## config.mk

```make
export PLATFORM = sky130hd
export DESIGN_NAME = cabac_ctx_init
export DESIGN_NICKNAME = d
export VERILOG_FILES = /design/src/rtl/cabac_ctx_init_pkg.sv /design/src/rtl/cabac_ctx_init_calc.sv /design/src/rtl/cabac_ctx_init.sv
export SDC_FILE = /design/constraint.sdc
export NUM_CORES = 1
export LEC_CHECK = 0
export CAP_MARGIN = 25
export CORE_ASPECT_RATIO = 0.7
export CORE_MARGIN = 3
export CORE_UTILIZATION = 35
export DETAILED_ROUTE_END_ITERATION = 8
export SLEW_MARGIN = 15
export SYNTH_ARGS = -nofsm -noshare
export SYNTH_HDL_FRONTEND = slang
export SYNTH_SLANG_ARGS = --single-unit
```

## constraint.sdc

```tcl
create_clock -name clk -period 16.7 [get_ports clk]
set_input_delay 3.34 -clock clk [delete_from_list [all_inputs] [get_ports clk]]
set_output_delay 3.34 -clock clk [all_outputs]
set_load 0.005 [all_outputs]
```

## src/rtl/cabac_ctx_init_pkg.sv

```systemverilog
// Shared constants and FSM encoding for the CABAC context-initialisation sequencer.
package cabac_ctx_init_pkg;

  localparam int CABAC_CTX_NUM = 64;
  localparam int CABAC_QP_MAX  = 51;
  localparam int CABAC_PRE_MIN = 1;
  localparam int CABAC_PRE_MAX = 126;

  typedef enum logic [1:0] {
    ST_IDLE  = 2'd0,
    ST_READ  = 2'd1,
    ST_DRAIN = 2'd2,
    ST_DONE  = 2'd3
  } ctx_state_e;

endpackage

```

## src/rtl/cabac_ctx_init_calc.sv

```systemverilog
// Combinational HEVC context-state derivation from one init word {m, n} and the slice QP.
module cabac_ctx_init_calc
  import cabac_ctx_init_pkg::*;
#(
  parameter int WORD_WIDTH = 16,
  parameter int CTX_WIDTH  = 7
) (
  input  logic [WORD_WIDTH-1:0] rom_word,
  input  logic [5:0]            qp,
  output logic [CTX_WIDTH-1:0]  ctx_word
);

  // Clamp the pre-state into the legal probability range before the MPS split.
  function automatic logic [6:0] sat_pre(input logic signed [14:0] v);
    if (v < 15'(CABAC_PRE_MIN))
      return 7'(CABAC_PRE_MIN);
    else if (v > 15'(CABAC_PRE_MAX))
      return 7'(CABAC_PRE_MAX);
    else
      return v[6:0];
  endfunction

  logic signed [7:0]  slope_m;
  logic signed [7:0]  offset_n;
  logic signed [13:0] prod;
  logic signed [13:0] sh;
  logic signed [14:0] sum;
  logic [6:0]         pre;
  logic               val_mps;
  logic [5:0]         p_state;

  assign slope_m  = $signed(rom_word[15:8]);
  assign offset_n = $signed(rom_word[7:0]);

  // QP is unsigned; zero-extend so the product keeps the sign of the slope.
  assign prod = $signed({{6{slope_m[7]}}, slope_m}) * $signed({8'b0, qp});
  assign sh   = prod >>> 4;
  assign sum  = $signed({sh[13], sh}) + $signed({{7{offset_n[7]}}, offset_n});
  assign pre  = sat_pre(sum);

  assign val_mps  = pre[6];
  assign p_state  = val_mps ? pre[5:0] : (6'd63 - pre[5:0]);
  assign ctx_word = {p_state, val_mps};

endmodule

```

## src/rtl/cabac_ctx_init.sv

```systemverilog
// Slice-start sequencer: streams the 64 context-init ROM words through the state
// calculator and writes one {pStateIdx, valMps} per cycle into context memory.
module cabac_ctx_init
  import cabac_ctx_init_pkg::*;
#(
  parameter int CTX_NUM    = 64,
  parameter int ADDR_WIDTH = 6,
  parameter int WORD_WIDTH = 16,
  parameter int CTX_WIDTH  = 7
) (
  input  logic                  clk,
  input  logic                  rst,
  input  logic                  start_i,
  input  logic [5:0]            slice_qp_i,
  output logic                  busy_o,
  output logic                  done_o,
  output logic                  rom_r_en_o,
  output logic [ADDR_WIDTH-1:0] rom_r_addr_o,
  input  logic [WORD_WIDTH-1:0] rom_r_data_i,
  output logic                  ctx_w_en_o,
  output logic [ADDR_WIDTH-1:0] ctx_w_addr_o,
  output logic [CTX_WIDTH-1:0]  ctx_w_data_o
);

  localparam logic [ADDR_WIDTH-1:0] LAST_ADDR = ADDR_WIDTH'(CTX_NUM - 1);

  ctx_state_e            state_q;
  ctx_state_e            state_d;
  logic [ADDR_WIDTH-1:0] rd_cnt;
  logic [5:0]            qp_r;
  logic                  last_rd;
  logic                  last_wr;

  logic                  vld_p0;
  logic [ADDR_WIDTH-1:0] addr_p0;
  logic                  vld_p1;
  logic [ADDR_WIDTH-1:0] addr_p1;
  logic [CTX_WIDTH-1:0]  data_p1;
  logic [CTX_WIDTH-1:0]  calc_word;

  assign last_rd = (rd_cnt == LAST_ADDR);
  assign last_wr = vld_p1 && (addr_p1 == LAST_ADDR);

  always_comb begin
    state_d = state_q;
    case (state_q)
      ST_IDLE:  if (start_i) state_d = ST_READ;
      ST_READ:  if (last_rd) state_d = ST_DRAIN;
      ST_DRAIN: if (last_wr) state_d = ST_DONE;
      ST_DONE:  state_d = ST_IDLE;
      default:  state_d = ST_IDLE;
    endcase
  end

  always_ff @(posedge clk) begin
    if (rst) begin
      state_q <= ST_IDLE;
      rd_cnt  <= '0;
    end else begin
      state_q <= state_d;
      rd_cnt  <= (state_q == ST_READ) ? rd_cnt + 1'b1 : '0;
    end
  end

  // QP is captured once per slice so later input changes cannot disturb a run.
  always_ff @(posedge clk) begin
    if (state_q == ST_IDLE && start_i)
      qp_r <= (slice_qp_i > 6'(CABAC_QP_MAX)) ? 6'(CABAC_QP_MAX) : slice_qp_i;
  end

  // Stage p0: ROM word for addr_p0 is presented this cycle.
  always_ff @(posedge clk) begin
    if (rst)
      vld_p0 <= 1'b0;
    else
      vld_p0 <= (state_q == ST_READ);
  end

  always_ff @(posedge clk) begin
    addr_p0 <= rd_cnt;
  end

  cabac_ctx_init_calc #(
    .WORD_WIDTH (WORD_WIDTH),
    .CTX_WIDTH  (CTX_WIDTH)
  ) u_calc (
    .rom_word (rom_r_data_i),
    .qp       (qp_r),
    .ctx_word (calc_word)
  );

  // Stage p1: registered context-memory write.
  always_ff @(posedge clk) begin
    if (rst) begin
      vld_p1  <= 1'b0;
      addr_p1 <= '0;
      data_p1 <= '0;
    end else begin
      vld_p1 <= vld_p0;
      if (vld_p0) begin
        addr_p1 <= addr_p0;
        data_p1 <= calc_word;
      end
    end
  end

  assign rom_r_en_o   = (state_q == ST_READ);
  assign rom_r_addr_o = rd_cnt;
  assign busy_o       = (state_q == ST_READ) || (state_q == ST_DRAIN);
  assign done_o       = (state_q == ST_DONE);
  assign ctx_w_en_o   = vld_p1;
  assign ctx_w_addr_o = addr_p1;
  assign ctx_w_data_o = data_p1;

endmodule

```

# Word level (Yosys, flattened, before mapping)
# Cells that the tools add are included.
# W data, S select, Z words.
[word_totals] elab_cells=37 in_bits=25 regBits=35 out_inout_bits=23
[op_classes] reduce_logical=6 n_mul=1 bitwise_logic=1 mux=7 n_eq_ne=8 order_cmp=3 n_addsub=3
[ops] operator="$gt A15 B8 Y1 const B" n=1
[ops] operator="$lt A15 B2 Y1 const B" n=1
[ops] operator="$mul A8 B7 Y14" n=1
[ops] operator="$mux W7" n=2
[ops] operator="$eq A6 B6 Y1 const B" n=2
[ops] operator="$add A10 B8 Y11" n=1
[ops] operator="$pmux W2 S4" n=1
[ops] operator="$add A6 B1 Y6 const B" n=1
[ops] operator="$gt A6 B6 Y1 const B" n=1
[ops] operator="$mux W2" n=3
[ops] operator="$mux W6" n=1
[ops] operator="$sub A6 B6 Y6 const A" n=1
[ops] operator="$eq A2 B2 Y1 const B" n=2
[ops] operator="$ne A2 B2 Y1 const B" n=2
[ops] operator="$reduce_and A3 Y1" n=1
[ops] operator="$eq A2 B1 Y1 const B" n=1
[ops] operator="$logic_and A1 B1 Y1" n=2
[ops] operator="$logic_not A2 Y1" n=1
[ops] operator="$ne A2 B1 Y1 const B" n=1
[ops] operator="$reduce_or A2 Y1" n=1
[ops] operator="$logic_or A1 B1 Y1" n=1
[ops] operator="$not A1 Y1" n=1

# Longest topological paths before layout
[depth] ltp_word=7 ltp_mapped=23 mapped_depth_nobuf=23

# Cells and area by module
# From an unflattened synthesis, not the netlist that was laid out.
[unflattened] cells_unflattened=399 area_unflattened_um2=3687.3
[modules_own_cells] mod="cabac_ctx_init_calc" instances=1 area_each_um2=2406.1 seq_area_each_um2=0.0 cells_per_inst=289
[modules_own_cells] mod="cabac_ctx_init" instances=1 area_each_um2=1281.2 seq_area_each_um2=760.7 cells_per_inst=110

# Worst setup path after synthesis
# OpenSTA, ideal clock, no wires.
[synth_timing] path_type="input to register" from="input port rom_r_data_i[11]" to="register data_p1[1], in the netlist ctx_w_data_o[1]" required_ns=16.584 path_stages=21 setup_time_ns=0.116 setup_slack_ns=7.886 arrival_ns=8.698 n_path_buf=1 cell_sequence="and2_1 > fa_1 > inv_1 > fa_1 > inv_1 > fa_1 > inv_1 > fa_1 > inv_1 > ha_1 > or2_2 > nor3_1 > o21bai_1 > xor2_1 > ha_1 > or2_2 > and2_1 > a221o_1 > buf_6 > or4_1 > a41o_1"
[synth_between] elab_chain_len=7 elab_cells_between_ends=8 classes_between="add/sub: 2; mul: 1; order compare: 2; mux: 3"
[synth_rtl] element="start: declaration" line_no="cabac_ctx_init.sv:19" rtl="input logic [WORD_WIDTH-1:0] rom_r_data_i,"
[synth_rtl] element="$mul A8 B7 Y14 *" line_no="cabac_ctx_init_calc.sv:36" rtl="assign prod = $signed({{6{slope_m[7]}}, slope_m}) * $signed({8'b0, qp});"
[synth_rtl] element="$add A10 B8 Y11 *" line_no="cabac_ctx_init_calc.sv:38" rtl="assign sum = $signed({sh[13], sh}) + $signed({{7{offset_n[7]}}, offset_n});"
[synth_rtl] element="$gt A15 B8 Y1" line_no="cabac_ctx_init_calc.sv:17" rtl="else if (v > 15'(CABAC_PRE_MAX))"
[synth_rtl] element="$mux W7" line_no="cabac_ctx_init_calc.sv:17"
[synth_rtl] element="$mux W7 *" line_no="cabac_ctx_init_calc.sv:15" rtl="if (v < 15'(CABAC_PRE_MIN))"
[synth_rtl] element="$sub A6 B6 Y6" line_no="cabac_ctx_init_calc.sv:42" rtl="assign p_state = val_mps ? pre[5:0] : (6'd63 - pre[5:0]);"
[synth_rtl] element="$mux W6 *" line_no="cabac_ctx_init_calc.sv:42"
[synth_rtl] element="end signal: assignment" line_no="cabac_ctx_init.sv:102" rtl="data_p1 <= calc_word;"
[synth_rtl] element="end: declaration" line_no="cabac_ctx_init.sv:38" rtl="logic [CTX_WIDTH-1:0] data_p1;"
# Every way passes the cells marked *; elsewhere a longest branch is shown, timed or not.
# A chain may end at the register's enable or synchronous reset.

# Worst setup path in the final report
[layout_timing] from="input port rom_r_data_i[11]" to="register data_p1[6], in the netlist ctx_w_data_o[6]"
# The elaborated chain is that of the path after synthesis.

==> flow_summary.toml <==
[clock_network]
post_cts.repair.setup_buffers = 0
post_cts_resized = 0
clkSinkCount = 35
clock_tree.root_cell = "clkbuf_16"
cts_hold_buffers = 0
path_clk_slew_ns = 0.06
cts.htree.levels = 2
clock_insertion_delay_at_the_later_pin_of_the_skew_report_ns = 0.28
clock_tree_buffer_depth = 2
cts_tree = "done"
tritoncts.num_buffers = 5

[timing]
finClkSkew_ns = 0.008514
setup-violations-final = 0
timing_max_transition_violations_final = 0
finalSetupTns_ns = 0
layout_min_cycle_time_ns = 9.397
period_share_pct = 56.27
rsz0062_at_grt = "false"
timing.fmax_ghz = 0.1064
finalHoldViolCount = 0
worst_pin_slew_ns = 0.7453
timing.max_slew.rel_slack_pct = 50.25

[final_layout]
layout.area.seq_um2 = 760.7
layout.cells.most_common = "inv_1"
layout.cells.most_common_list = "50 x inv_1, 47 x clkdlybuf4s50_1, 41 x ha_1"
finish.utilization_pct = 45.37
filler_cell_count = 891
synthToLayoutAreaGrowth_pct = 21.80
drive_above_1_share_pct = 3.529
multi_input_combinational_cell_area_mm2 = 0.002522
num_antenna_cells = 0
num-nets-final = 523

[logic_synthesis]
synth_top_cells_by_area = "fa_1 19%, dfxtp_1 17%, ha_1 15%, and2_1 7.1%, inv_1 5.4%"
ys_seq_elements = 35
mappedNetlistNets = 475
syn_inst = 376
synth-seq-area-share_pct = 21.73
yosysTopAreaCell = "fa_1"
mappedNetlistArea_mm2 = 0.003501
synthDominantCellAreaShare_pct = 18.87
ys.warnings.count = 0
ys_types = 44
postSynthAreaPerCell_um2 = 9.311

[placed_design]
dp.final_hpwl_um = 6201
portBuffers = 47
routabilityCongestion = 0.8320

[setup_path]
timing.critical_path.from_type = "input port"
worst_ep_required_time_ns = 16.81
reg2reg_from = "qp_r[3]"
crit_arrival_ns = 9.51
worstReg2RegEnd = "ctx_w_data_o[6]"
critical_path.max_fanout = 7
timing.reg2reg.worst_path_depth = 22
timing.reg2reg.setup_slack_ns = 10.32
endpoint_kind = "register"
worst-setup-path-type = "input port to register"

[global_route]
overflow = 0
grt_pass1_vias = 2662
grt.total_usage_pct = 14.11
grt_antenna_before_repair = 0
grt_pass1_wl_um = 12870
grt_start_max_net_pins = 20

[min_path]
timing.hold.worst_endpoint = "addr_p0[5]"
hold_path_startpoint = "rom_r_addr_o[5]"
hold_depth = 0
hp-class = "register to register"

[detailed_routing]
routedWlPerCell_um = 13.58
detailedRoute.firstPassIterationCount = 4
drcViolationCount = 0
post_drt_via_cell_ratio = 4.836
routed_wl_um = 7453
vias = 2655
detail_route.iter0.violations = 100
antenna_left = 0

[die]
dieHeight_um = 89.68
dieWidth_um = 125.5
fp.dieArea_mm2 = 0.01126
start_util_pct = 37.25
std_cell_rows = 29
placeableCoreArea_mm2 = 0.009398
ioPinCount = 48

[flow_run]
drv.max_cap_violation_count = 0

[run_status]
status = "finished clean"
worst max-delay path, stage by stage:
cell and delay, ns:
clkdlybuf4s50_1 0.48, and2_1 0.21, fa_1 0.53, inv_1 0.05, fa_1 0.47, inv_1 0.05, fa_1 0.52, inv_1 0.05
fa_1 0.52, inv_1 0.04, ha_1 0.19, or2_2 0.28, nor3_1 0.30, or3_1 0.24, nand2_1 0.11, o311ai_0 0.34
ha_1 0.29, nand2_1 0.12, a211o_1 0.24, o21ai_0 0.16, mux2_2 0.35, a21oi_1 0.44, a311oi_1 0.18
Yosys cell counts, drive strengths merged:
library cell / instances
a31oi: 6
nand3: 5
a2111oi: 1
buf: 1
inv: 50
and3: 1
a311oi: 1
fa: 33
ha: 41
o22ai: 1
nor3: 7
nand2b: 5
a21boi: 2
or2: 5
nor2: 22
a41o: 1
mux2: 1
nand4: 3
and2: 40
mux2i: 7
dfxtp: 29
a21oi: 10
o211ai: 2
edfxtp: 6
clkbuf: 5
a221o: 1
o21a: 2
a211oi: 4
nor2b: 1
xor2: 9
a211o: 5
nor3b: 4
a22oi: 1
nor4: 1
o21ai: 7
or4: 1
xnor2: 21
nand2: 20
o21bai: 6
o311ai: 1
or3: 2
a221oi: 1
a21o: 4
through the flow:
stage,area [µm²],hold WS [ns],worst slack (ns),instances
6_report,4264,0.4179,7.303,549
5_1_grt,4264,0.4329,6.791,549
4_1_cts,4264,0.4136,7.291,549
3_5_place_dp,4096,0.4045,7.021,541
3_3_place_gp,4096,0.4037,7.197,541
2_1_floorplan,3501,0.3782,7.886,376
layout make-up:
class	count	share of cell area, %
Clock buffer	6	3.521
Inverter	50	4.401
Tap cell	124	3.639
Clock inverter	2	0.4108
Multi-Input combinational cell	285	59.15
Sequential cell	35	17.84
Timing Repair Buffer	47	11.03
per-layer routing:
layer	wire, µm	global-route usage, %	vias to the layer above
li1	-	-	1349
met1	4032	21.05	1259
met2	3090	21.05	45
met3	283	2.423	2
met4	47	4.134	0
met5	0	0	-
state kept, by name (all words and copies together), names as in the netlist:
signal / count
ctx_w_data_o: 7
addr_p0: 6
ctx_w_addr_o: 6
qp_r: 6
rom_r_addr_o: 6
state_q: 2
ctx_w_en_o: 1
vld_p0: 1
how the worst max path moves through the flow:
stage,start,depth (start not counted),end,slack [ns]
CTS,rom_r_data_i[11],23,ctx_w_data_o[6],7.29
finish,rom_r_data_i[11],23,ctx_w_data_o[6],7.30
floorplan,rom_r_data_i[11],21,ctx_w_data_o[1],7.89
global placement,rom_r_data_i[11],21,ctx_w_data_o[1],7.20
detailed placement,rom_r_data_i[11],23,ctx_w_data_o[6],7.02
global route,rom_r_data_i[11],23,ctx_w_data_o[6],6.79
kinds of logic (layout without fill, tap and decap cells):
kind of cell,after synthesis,after routing,share of synthesized area [%]
muxes,8,8,2.323
DFF,35,35,21.73
and+or+nand+nor,117,117,17.66
adders and majority gates,74,74,33.52
xor gates and xnor gates,30,30,7.506
AOI/OAI and AO/OA,56,56,11.04
buffers and inverters,56,105,6.219
Power is left out: the tool's default activity adds up to more than one toggle a clock period on the data nets, which glitch-free logic cannot reach.
